## src/rtl/ifid_skid_reg_pkg.sv

```systemverilog
// Shared types for the IF/ID skid register: occupancy states, the entry record
// and the bubble instruction (addi x0,x0,0).
package ifid_skid_reg_pkg;

  localparam logic [31:0] NOP_INSTR_DEFAULT = 32'h0000_0013;

  typedef enum logic [1:0] {
    ST_EMPTY = 2'd0,
    ST_ONE   = 2'd1,
    ST_FULL  = 2'd2
  } ifid_state_e;

  typedef struct packed {
    logic        valid;
    logic [31:0] pc;
    logic [31:0] instr;
  } ifid_entry_t;

endpackage

```

## src/rtl/ifid_skid_reg.sv

```systemverilog
// IF/ID pipeline register with a one-entry skid buffer so o_ready is registered
// and never depends combinationally on the decode stage's i_ready.
module ifid_skid_reg
  import ifid_skid_reg_pkg::*;
#(
  parameter logic [31:0] NOP_INSTR = NOP_INSTR_DEFAULT
) (
  input  logic        i_clk,
  input  logic        i_reset_n,
  input  logic        i_valid,
  input  logic [31:0] i_pc,
  input  logic [31:0] i_instr,
  output logic        o_ready,
  input  logic        i_ready,
  input  logic        i_flush,
  output logic        o_valid,
  output logic [31:0] o_pc,
  output logic [31:0] o_pc_plus4,
  output logic [31:0] o_instr,
  output logic [15:0] o_stall_cnt
);

  ifid_state_e state_q, state_d;
  ifid_entry_t main_q, main_d;
  ifid_entry_t skid_q, skid_d;
  logic        ready_q, ready_d;
  logic [15:0] stall_q, stall_d;

  logic        accept, consume;
  ifid_entry_t in_entry;

  assign accept   = i_valid & ready_q;
  assign consume  = main_q.valid & i_ready;
  assign in_entry = '{valid: 1'b1, pc: i_pc, instr: i_instr};

  always_comb begin
    state_d = state_q;
    main_d  = main_q;
    skid_d  = skid_q;
    if (i_flush) begin
      // pc fields are kept so o_pc holds its last value while idle
      state_d      = ST_EMPTY;
      main_d.valid = 1'b0;
      skid_d.valid = 1'b0;
    end else begin
      case (state_q)
        ST_EMPTY: begin
          if (accept) begin
            main_d  = in_entry;
            state_d = ST_ONE;
          end
        end
        ST_ONE: begin
          if (accept && !consume) begin
            skid_d  = in_entry;
            state_d = ST_FULL;
          end else if (accept && consume) begin
            main_d  = in_entry;
          end else if (consume) begin
            main_d.valid = 1'b0;
            state_d      = ST_EMPTY;
          end
        end
        ST_FULL: begin
          if (consume) begin
            main_d       = skid_q;
            skid_d.valid = 1'b0;
            state_d      = ST_ONE;
          end
        end
        default: begin
          state_d      = ST_EMPTY;
          main_d.valid = 1'b0;
          skid_d.valid = 1'b0;
        end
      endcase
    end
    ready_d = (state_d != ST_FULL);
  end

  always_comb begin
    stall_d = stall_q;
    if (main_q.valid && !i_ready && (stall_q != 16'hFFFF))
      stall_d = stall_q + 16'd1;
  end

  always_ff @(posedge i_clk or negedge i_reset_n) begin
    if (!i_reset_n) begin
      state_q <= ST_EMPTY;
      main_q  <= '{valid: 1'b0, pc: 32'd0, instr: NOP_INSTR};
      skid_q  <= '{valid: 1'b0, pc: 32'd0, instr: NOP_INSTR};
      ready_q <= 1'b1;
      stall_q <= 16'd0;
    end else begin
      state_q <= state_d;
      main_q  <= main_d;
      skid_q  <= skid_d;
      ready_q <= ready_d;
      stall_q <= stall_d;
    end
  end

  assign o_ready     = ready_q;
  assign o_valid     = main_q.valid;
  assign o_pc        = main_q.pc;
  assign o_pc_plus4  = main_q.pc + 32'd4;
  assign o_instr     = main_q.valid ? main_q.instr : NOP_INSTR;
  assign o_stall_cnt = stall_q;

endmodule

```

## config.mk

```make
export PLATFORM = sky130hd
export DESIGN_NAME = ifid_skid_reg
export DESIGN_NICKNAME = d
export VERILOG_FILES = /design/src/rtl/ifid_skid_reg_pkg.sv /design/src/rtl/ifid_skid_reg.sv
export SDC_FILE = /design/constraint.sdc
export NUM_CORES = 1
export LEC_CHECK = 0
export ABC_CLOCK_PERIOD_IN_PS = 3200
export BUFFER_PORTS_ARGS = -buffer_cell sky130_fd_sc_hd__buf_2
export CAP_MARGIN = 20
export CORE_ASPECT_RATIO = 0.9
export CORE_UTILIZATION = 60
export CTS_BUF_LIST = sky130_fd_sc_hd__clkbuf_8
export CTS_CLUSTER_DIAMETER = 150
export CTS_CLUSTER_SIZE = 8
export DETAILED_ROUTE_END_ITERATION = 16
export PLACE_DENSITY = 0.95
export SETUP_SLACK_MARGIN = 0.02
export SYNTH_ARGS = -nofsm -noshare
export SYNTH_HDL_FRONTEND = slang
export SYNTH_SLANG_ARGS = --single-unit
```

## constraint.sdc

```tcl
create_clock -name i_clk -period 3.2 [get_ports i_clk]
set_clock_uncertainty 0.05 [all_clocks]
set_input_delay 0 -clock i_clk [delete_from_list [all_inputs] [get_ports i_clk]]
set_output_delay 0 -clock i_clk [all_outputs]
set_load 0.01 [all_outputs]
```

# --- After elaboration in Yosys (flattened, before gate mapping) ---
# Cells that the tools add are included.
word_totals:
  out_inout_bits: 114
  regBits: 149
  input_bits: 69
op_classes:
  n_mux: 20
  add_sub_neg: 2
  eq_ne: 14
  n_reduce_logical: 12
  n_bitwise: 3
ops:
  columns: ["operator", "count"]
  rows:
  - ["two-way mux 65 bit", 4]
  - ["case mux 64 bit (3 select lines)", 1]
  - ["two-way mux 64 bit", 1]
  - ["adder 32 x 3 -> 32 bit (second input constant)", 1]
  - ["two-way mux 32 bit", 1]
  - ["adder 16 x 1 -> 16 bit (second input constant)", 1]
  - ["inequality test 16 bit (second input constant)", 1]
  - ["two-way mux 2 bit", 6]
  - ["inequality test 2 bit (second input constant)", 6]
  - ["inequality test 3 bit (second input constant)", 4]
  - ["case mux 1 bit (3 select lines)", 2]
  - ["case mux 2 bit (3 select lines)", 1]
  - ["AND reduction 3 bit", 2]
  - ["AND reduction 6 bit", 1]
  - ["logical AND 1 bit", 4]
  - ["two-way mux 1 bit", 4]
  - ["inequality test 4 bit (second input constant)", 1]
  - ["AND reduction 4 bit", 1]
  - ["nonzero test 3 bit", 1]
  - ["AND 1 bit", 2]
  - ["equality test 2 x 1 -> 1 bit (second input constant)", 1]
  - ["equality test 2 bit (second input constant)", 1]
  - ["logical NOT 1 bit", 2]
  - ["logical NOT 2 bit", 1]
  - ["NOT 1 bit", 1]

# --- Depth between registers and ports, before layout ---
# Gate-level depths: netlist of the first run.
depth:
  ltp_word: 7
  mapped_depth: 5
  mapped_depth_nobuf: 5

# --- Worst setup path before layout of the first run ---
# Ideal clock, no wire load.
synth_timing:
  path_type: "register -> register"
  start: "register ready_q (netlist: o_ready)"
  end: "register main_q, in the netlist o_pc[10]"
  t_arrival_ns: 1.892
  synth_period_minus_slack_ns: 2.067
  t_required_ns: 3.025
  stages_incl_launch_ff: 6
  n_path_buf: 1
  slack_ns: 1.133
  cell_sequence: "dfstp_2 > nand2_1 > or3_4 > a21oi_4 > buf_6 > mux2_2"
synth_between:
  elab_chain_len: 4
  elab_cells_between_ends: 7
synth_rtl:
  columns: ["element", "line", "text"]
  rows:
  - ["start: declaration", "ifid_skid_reg.sv:26", "logic ready_q, ready_d;"]
  - ["start signal: assignment", "ifid_skid_reg.sv:98", "ready_q <= ready_d;"]
  - ["AND 1 bit (*)", "ifid_skid_reg.sv:32", "assign accept = i_valid & ready_q;"]
  - ["logical AND 1 bit (on tied branches)", "ifid_skid_reg.sv:57, ifid_skid_reg.sv:54", null]
  - ["inequality test 2 bit (no line)", null, null]
  - ["AND reduction 6 bit (no line) (*)", null, null]
  - ["end signal: assignment", "ifid_skid_reg.sv:90", "main_q <= '{valid: 1'b0, pc: 32'd0, instr: NOP_INSTR};"]
  - ["end signal: assignment", "ifid_skid_reg.sv:96", "main_q <= main_d;"]
  - ["end: declaration", "ifid_skid_reg.sv:24", "ifid_entry_t main_q, main_d;"]
# Mark *: on every way between the ends. The rest lies on a longest branch, timed or not.
# A chain may end at the register's enable or synchronous reset.

# --- Final worst setup path of the first run ---
layout_timing:
  start: "register main_q, in the netlist o_pc[12]"
  end: "output port o_pc_plus4[31]"
layout_between:
  elab_chain_len: 1
layout_rtl:
  columns: ["element", "line", "text"]
  rows:
  - ["adder 32 x 3 -> 32 bit", "ifid_skid_reg.sv:106", "assign o_pc_plus4 = main_q.pc + 32'd4;"]
  - ["end: declaration", "ifid_skid_reg.sv:18", "output logic [31:0] o_pc_plus4,"]
# Every way passes these cells.

==> results of run 1 <==
metrics by stage:
| stage | worst slack, ns | cells | hold WS [ns] | util | area, sq um |
|---|---|---|---|---|---|
| 2_1_floorplan | 1.13 | 605 | -0.346 | - | 7600 |
| 3_5_place_dp | 0.948 | 893 | -0.0107 | 0.687 | 8390 |
| 5_1_grt | 0.380 | 994 | 0.0983 | 0.778 | 9510 |
| 6_report | 0.532 | 994 | 0.0474 | 0.778 | 9510 |
| 4_1_cts | 0.512 | 994 | 0.0597 | 0.778 | 9510 |
| 3_3_place_gp | 1.03 | 893 | -0.0265 | 0.687 | 8390 |
layout make-up:
cell class | count | area share
flip-flops and latches | 149 | 0.393
well taps | 160 | 0.0211
repair buffers | 258 | 0.177
clock inverters | 10 | 0.0133
multi-input cells | 386 | 0.360
inverters | 9 | 0.00355
clock buffers | 22 | 0.0318
per-layer routing:
layer | up-vias | part of all wire
met3 | 35 | 0.053
met5 | - | 0
met2 | 209 | 0.52
li1 | 2524 | -
met1 | 2750 | 0.40
met4 | 0 | 0.021
report_power, final:
| part | internal [mW] | leakage [nW] | switching, mW |
|---|---|---|---|
| combinational | 1.17 | 2.36 | 0.955 |
| sequential | 2.66 | 1.79 | 0.599 |
| clock | 0.866 | 0.226 | 0.679 |
| total | 4.70 | 4.38 | 2.23 |
worst max-delay path, stage by stage (launching register included):
cell	delay, ns
dfrtp_1	0.51
nand4_1	0.19
or4_1	0.69
nor4_2	0.42
xor2_1	0.19
buf_2	0.15
registers in the layout (all words and copies together) (netlist names):
register     cells
state_q          2
o_pc            32
o_ready          1
o_valid          1
o_stall_cnt     16
main_q          32
skid_q          65
worst paths after layout:
| kind | startpoint | endpoint | slack [ns] | cells after the start |
|---|---|---|---|---|
| worst min register to register | o_stall_cnt[15] | o_stall_cnt[15] | 0.45 | 1 |
| min in group i_clk | i_instr[30] | skid_q[30] | 0.28 | 3 |
| worst max register to register | o_ready | skid_q[2] | 0.89 | 5 |
| max in group asynchronous | i_reset_n | main_q[4] | 2.16 | 3 |
| worst max-delay path | o_pc[12] | o_pc_plus4[31] | 0.53 | 5 |
| worst min-delay path | i_reset_n | o_stall_cnt[9] | 0.05 | 2 |
cell usage in the layout, fill, tap and decap left out, types with 3 or more instances in the layout:
cell and instances:
xnor2_1 14, dfstp_2 7, dlygate4sd3_1 69, nand2_1 19, or2_2 3, nor4_1 4
clkinv_2 5, inv_1 10, nor3_1 17, buf_4 5, buf_2 181, mux2_2 171
nand3_1 17, mux2_1 12, and2_1 29, nand2b_1 4, xor2_1 28, clkbuf_8 22
nor2_1 14, a21oi_1 4, nand4_1 11, and4_1 5, bufinv_16 3, dfrtp_1 142
mux2i_1 10
kinds of logic (layout without fill, tap and decap cells):
| group | after synthesis | after routing | synth area share |
|---|---|---|---|
| AOI/OAI and AO/OA | 16 | 16 | 0.0153 |
| xor gates and xnor gates | 42 | 42 | 0.0484 |
| buffers and inverters | 70 | 299 | 0.0588 |
| and+or+nand+nor | 133 | 133 | 0.0978 |
| adders and majority gates | 2 | 2 | 0.00329 |
| muxes | 193 | 193 | 0.284 |
| DFF | 149 | 149 | 0.492 |
repair_timing:
item                                   CTS  global route
resized for setup                        0             0
setup buffers                            0             0
hold buffers                            69             0
endpoints found under the hold margin  200             0
==> results.cfg, run 1 <==
[yosys]
synth.avg_cell_area_sq_um = 12.6
ys_top_cells_by_count = mux2_2 (171), dfrtp_1 (142), buf_4 (34)
synth_area_leader_cell = dfrtp_1
synth_cell_types = 40
syn-num-nets = 676
syn_inst = 605
yosys_warnings = 0
synth-async-reset-ratio = 1.00
synth_edf_count = 0
yosysTopAreaCellShare = 0.468
ys_seq_area_frac = 0.492
yosys_register_bits = 149
yosysMostFrequentCell = mux2_2
synthTopCellsByArea = dfrtp_1 (47%), mux2_2 (25%), buf_4 (3.4%)
ys.flop_type = dfrtp_1
syn_area_sq_um = 7600

[grt]
grtUsageMet2 = 0.503
grt_pass1_vias = 5745
grt_use_met1 = 0.334
grt.total_usage = 0.282
grt-ovfl-total = 0
grt_max_degree = 84
grt_pass1_wl_mm = 28.4
antenna_found_initial = 0
met3_usage = 0.0638
grt_busiest_layer = met2

[timing]
worst_pin_slew_ns = 0.617
tns_ns = 0
fin_crit_sh = 0.834
rsz0062_at_grt = false
setup_violations = 0
hold_violations = 0
final.min_clock_period_ns = 2.67
maxSlewViolCount = 0
clock.fmax_mhz = 375
max_slew_margin = 0.589

[cells_and_area]
num-nets-final = 892
multiInputGateArea_sq_um = 3420
diodes = 0
layout-drive-gt1-share = 0.490
syn_to_final_growth_pct = 25.2
ff_latch_area_sq_um = 3740
fillers = 705

[power_and_ir_drop]
power_density_nw_per_um2 = 729
cellLeakagePower_nw = 4.38
p_total_mw = 6.93
peakVddDrop_mv = 0.503

[clock_tree]
numCtsBuffers = 17
clk_latency_ns = 0.45
cts_buffer_depth = 2
cts_max_level = 4
clk_pin_slew_ns = 0.08
cts_tree = done
cts_sinks = 149
cts-root-buf = clkbuf_8

[critical_path]
required_ns = 3.15
cp_max_fo = 9
start_kind = flip-flop
cp-end-kind = output pin
arrival_ns = 2.62
critPathKind = reg -> out

[route]
drc = 0
viasPerCell = 5.55
drtAntennaViolNets = 0
dr.pass1.iters = 4
vias = 5518
drt_iter0_drc = 379
wl_per_cell_um = 18.0
wirelength_mm = 17.9

[status]
status = completed

[place]
gp_congestion = 0.861
portBuffers = 182
dp.final_hpwl_mm = 11.5

[worst_hold_path]
hp-class = in -> async

[die]
die_y_um = 109
ios = 183
core_sq_um = 12200
rows = 38
die_w_um = 121
dieArea_sq_um = 13100
initial_core_util = 0.622

[job]
cap_violations = 0
Power figures use the tool's default switching activity.
==> run 2: changes to the inputs <==
ABC_CLOCK_PERIOD_IN_PS = 2350   (was 3200)
CORE_UTILIZATION = 50   (was 60)
PLACE_DENSITY = 0.88   (was 0.95)
clock period = 2.35 ns   (was 3.2 ns; I/O delays follow)
==> results.cfg, run 2 (synthesis gave the netlist of run 1 again) <==
[status]
status = completed

[route]
vias = 5604
viasPerCell = 5.29
wirelength_mm = 17.9
dr.pass1.iters = 4
drt_iter0_drc = 233
drc = 0
drtAntennaViolNets = 0
wl_per_cell_um = 16.9

[clock_tree]
cts_sinks = 149
numCtsBuffers = 17
cts_max_level = 4
cts-root-buf = clkbuf_8
clk_pin_slew_ns = 0.08
cts_buffer_depth = 2
clk_latency_ns = 0.44
cts_tree = done

[critical_path]
r2r_slack_ns = 0.24
critPathKind = reg -> out
cp_max_fo = 8
slowest_stage = or4_4
start_kind = flip-flop
max_stage_delay_ns = 0.48
arrival_ns = 2.25
path_buf_inv = 2
path_cells = nand4_1, or4_4, buf_6, nor3_4, xor2_1, buf_2
timing.rr.end = o_pc[14]
rr_startpoint = o_ready
cp-end-kind = output pin
worstSetupStartpoint = o_pc[21]
rr_worst_depth = 5
worstSetupEndpoint = o_pc_plus4[25]
cp.depth = 6
required_ns = 2.30
crit_family = simple AND/OR/NAND/NOR gates

[die]
dieArea_sq_um = 15700
die_w_um = 132
initial_core_util = 0.514
core_sq_um = 14800
ios = 183
rows = 42
die_y_um = 119

[grt]
grt_pass1_vias = 5780
antenna_found_initial = 0
grt_max_degree = 55
grt_pass1_wl_mm = 28.8
grt.total_usage = 0.234
grt-ovfl-total = 0

[power_and_ir_drop]
cellLeakagePower_nw = 4.56
peakVddDrop_mv = 0.524
power_density_nw_per_um2 = 972

[worst_hold_path]
hp-class = in -> reg

[timing]
rsz0062_at_grt = true
final.min_clock_period_ns = 2.30
clock.fmax_mhz = 435
maxSlewViolCount = 0
setup_violations = 0
fin_crit_sh = 0.977
worst_hold_slack_ns = 0.280
hold_violations = 0
worst_pin_slew_ns = 0.520
max_slew_margin = 0.653

[cells_and_area]
num-nets-final = 919
final_common_cell = buf_2
fillers = 1068
syn_to_final_growth_pct = 30.0
largest_register_ffs = 65
top_register = skid_q
diodes = 0
layout.cells.most_common_list = buf_2 (181), mux2_2 (171), dfrtp_1 (130)
final_area_sq_um = 9880
layout-drive-gt1-share = 0.524

[place]
placed_cell_area_sq_um = 8540
gp_congestion = 0.854
portBuffers = 182
dp.final_hpwl_mm = 11.4

[job]
cap_violations = 0
## run 2: changes by cell type in the layout (fill, tap and decap cells not counted), moves of 2 or more
cell      before  now
buf_4          5   26
dfrtp_1      142  130
dfrtp_2        0   12
buf_12         2    6
clkbuf_8      22   18
and4_1         5    3
and4_4         0    2
inv_1         10   12
nor3_1        17   15
nor3_4         0    2
## run 2: repair_timing
item,4_1_cts,5_1_grt
hold buffers,71,0
setup buffers,4,13
endpoints found under the setup margin,10,14
gates cloned,0,0
gates resized for setup,11,14
pin swaps,1,5
hold endpoints to repair,282,0
## run 2: tightest hold or removal path: stages
cell and delay, ns:
dlygate4sd3_1 0.51, buf_2 0.10, mux2_2 0.13
## run 2: cell type report
| class | count | area [sq um] | area share |
|---|---|---|---|
| Timing Repair Buffer | 285 | 1940 | 0.197 |
| Clock inverter | 14 | 171 | 0.0174 |
| Sequential cell | 149 | 3750 | 0.380 |
| Clock buffer | 18 | 248 | 0.0251 |
| Tap cell | 198 | 248 | 0.0251 |
| Inverter | 9 | 33.8 | 0.00342 |
| Multi-Input combinational cell | 386 | 3480 | 0.352 |
## run 2: worst min-delay path by stage
| stage | startpoint | end | slack (ns) | depth (start not counted) |
|---|---|---|---|---|
| finish | i_instr[30] | skid_q[30] | 0.28 | 3 |
| global route | i_instr[30] | skid_q[30] | 0.26 | 3 |
| CTS | i_instr[30] | skid_q[30] | 0.24 | 3 |
| detailed placement | i_reset_n | skid_q[58] | -0.08 | 1 |
| global placement | i_reset_n | skid_q[3] | -0.08 | 1 |
| floorplan | i_reset_n | main_q[10] | -0.35 | 0 |
## run 2: stage by stage
step | instances | worst slack [ns] | setup TNS [ns] | total power [mW] | utilization
2_1_floorplan | 605 | 0.283 | 0 | 6.34 | -
4_1_cts | 1046 | 0.0145 | 0 | 9.46 | 0.659
6_report | 1059 | 0.0531 | 0 | 9.60 | 0.669
3_3_place_gp | 939 | 0.295 | 0 | 7.02 | 0.578
5_1_grt | 1059 | -0.0532 | -0.280 | 10.2 | 0.669
3_5_place_dp | 939 | 0.249 | 0 | 7.21 | 0.578
## run 2: power breakdown
group	total [mW]	leakage (nW)	internal (mW)	switching, mW
registers	4.33	1.78	3.63	0.693
clock network	2.08	0.222	1.16	0.918
logic	3.19	2.56	1.76	1.43
total	9.60	4.56	6.55	3.05
## run 2: routing by layer
layer / vias up / GRT usage / part of all wire
met5: - / 0 / 0
met1: 2814 / 0.285 / 0.43
li1: 2581 / - / -
met4: 0 / 0.0908 / 0.020
met2: 173 / 0.399 / 0.51
met3: 36 / 0.0566 / 0.046
==> run 3: changes to the inputs <==
ABC_AREA = 1   (was default)
CORE_UTILIZATION = 51   (was 50)
PLACE_DENSITY = 0.76   (was 0.88)
==> results.cfg, run 3 <==
[yosys]
ys.flop_type = dfrtp_1
synth_area_leader_cell = dfrtp_1
synth_cell_types = 25
yosysTopAreaCellShare = 0.437
ys_top_cells_by_count = nand2_1 (339), dfrtp_1 (142), inv_1 (136)
synth_edf_count = 0
yosys_register_bits = 149
syn-num-nets = 1196
yosys_warnings = 0
ys_seq_area_frac = 0.460
syn_inst = 1125
synth-async-reset-ratio = 1.00
synth.avg_cell_area_sq_um = 7.22
yosysMostFrequentCell = nand2_1
syn_area_sq_um = 8130
synthTopCellsByArea = dfrtp_1 (44%), nand2_1 (16%), o21ai_0 (7.4%)

[timing]
maxSlewViolCount = 0
setup_violations = 0
worst_hold_slack_ns = 0.0512
fin_crit_sh = 0.929
rsz0062_at_grt = false
hold_violations = 0
max_slew_margin = 0.603
tns_ns = 0
final.min_clock_period_ns = 2.18
clock.fmax_mhz = 458
worst_pin_slew_ns = 0.596

[cells_and_area]
fin_cells = 1536
top_register = skid_q
fillers = 1351
largest_register_ffs = 65
final_common_cell = nand2_1
layout-drive-gt1-share = 0.182
layout.cells.most_common_list = nand2_1 (337), buf_2 (181), dfrtp_1 (142)
num-nets-final = 1391
syn_to_final_growth_pct = 23.4

[critical_path]
path_cells = ha_2, nand2_1, nor3_1, nand3_1, xor2_1, buf_2
critPathKind = reg -> out
start_kind = flip-flop
slowest_stage = dfrtp_1
cp_max_fo = 5
max_stage_delay_ns = 0.43
arrival_ns = 2.13
required_ns = 2.30
cp-end-kind = output pin

[power_and_ir_drop]
cellLeakagePower_nw = 5.51
peakVddDrop_mv = 0.508
power_density_nw_per_um2 = 957
p_total_mw = 9.59

[die]
dieArea_sq_um = 16400
initial_core_util = 0.524
die_w_um = 135
core_sq_um = 15500
rows = 43
die_y_um = 122
ios = 183

[route]
vias = 7643
drt_iter0_drc = 550
viasPerCell = 4.98
drtAntennaViolNets = 0
top_layer = met4
routedLengthMet1_mm = 9.52
dr_wl_met2_mm = 9.53
dr.pass1.iters = 5
wl_met3_mm = 1.25
wl_per_cell_um = 13.5
drc = 0
wirelength_mm = 20.7

[clock_tree]
cts-root-buf = clkbuf_8
cts_sinks = 149
clk_latency_ns = 0.44
cts_tree = done
clk_pin_slew_ns = 0.08
numCtsBuffers = 17
cts_buffer_depth = 2
cts_max_level = 4

[grt]
grt.total_usage = 0.261
grt_max_degree = 68
grt_pass1_wl_mm = 33.5
antenna_found_initial = 1
grt_pass1_vias = 6970
grt-ovfl-total = 0

[place]
gp_congestion = 0.930
place_inst = 1436
portBuffers = 182
dp.final_hpwl_mm = 13.7

[worst_hold_path]
hp-class = in -> reg

[status]
status = completed

[job]
cap_violations = 0
-- run 3: changes by cell type after synthesis, moves of 10 or more --
cell and delta:
nor3_1 -13, buf_2 +18, xnor2_1 -10, nand3_1 +14, o21ai_1 +14, and2_1 -29
a21oi_1 +61, mux2_2 -171, nand2_1 +319, nor2_1 +118, inv_1 +127, mux2i_1 -10
mux2_1 -12, o21ai_0 +118
-- run 3: area by class of cell --
class / instances / area [sq um] / share of cell area
diodes: 1 / 2.50 / 0.000250
clock inverters: 14 / 149 / 0.0149
clock buffers: 18 / 248 / 0.0247
repair buffers: 262 / 1740 / 0.173
well taps: 202 / 253 / 0.0252
multi-input cells: 752 / 3380 / 0.337
flip-flops and latches: 149 / 3740 / 0.373
inverters: 138 / 518 / 0.0517
-- run 3: critical path, delay by kind of cell (launching register included) --
kind	cells	cell delay, ns
buffers and inverters	1	0.14
XOR/XNOR	1	0.18
flip-flops	1	0.43
adder cells (fa/ha/maj)	1	0.28
AND/OR/NAND/NOR	3	0.67
-- run 3: final timing paths --
check	start	end	slack, ns	cells past startpoint
worst max-delay path	o_pc[3]	o_pc_plus4[16]	0.17	6
worst min-delay path	i_valid	state_q[0]	0.05	3
worst max register to register	o_ready	o_pc[2]	0.45	6
worst min register to register	skid_q[0]	skid_q[0]	0.42	2
max in group asynchronous	i_reset_n	o_pc[9]	1.39	3
min in group asynchronous	i_reset_n	main_q[25]	0.09	2
-- run 3: report_power, final --
part           internal, mW  switching, mW  total [mW]
sequential             3.61          0.653        4.26
clock                  1.06          0.961        2.02
combinational          1.27           2.04        3.31
total                  5.94           3.65        9.59
-- run 3: what timing repair did --
item                                    4_1_cts  5_1_grt
hold endpoints to repair                    212        0
endpoints found under the setup margin        0        3
buffers inserted                              0        0
resized for setup                             0        2
hold buffers                                 67        0
-- run 3: metrics by stage --
| stage | cell area [sq um] | utilization | worst slack (ns) |
|---|---|---|---|
| global route | 10000 | 0.647 | 0.0742 |
| detailed placement | 8950 | 0.578 | 0.478 |
| finish | 10000 | 0.647 | 0.166 |
| global placement | 8950 | 0.578 | 0.475 |
| CTS | 10000 | 0.646 | 0.101 |
| floorplan | 8130 | - | 0.668 |
-- run 3: kinds of logic (layout without fill, tap and decap cells) --
logic type / Yosys count / after routing / synth area share
DFF: 149 / 149 / 0.460
buffers and inverters: 224 / 432 / 0.127
xor gates and xnor gates: 31 / 31 / 0.0334
adders and majority gates: 2 / 2 / 0.00308
AOI/OAI and AO/OA: 203 / 203 / 0.128
and+or+nand+nor: 516 / 516 / 0.248
other: 0 / 1 / 0
-- run 3: layer usage --
layer / global-route usage / vias to the layer above
li1: - / 3830
met4: 0.0962 / 0
met5: 0 / -
met3: 0.0449 / 31
met1: 0.359 / 3539
met2: 0.413 / 243
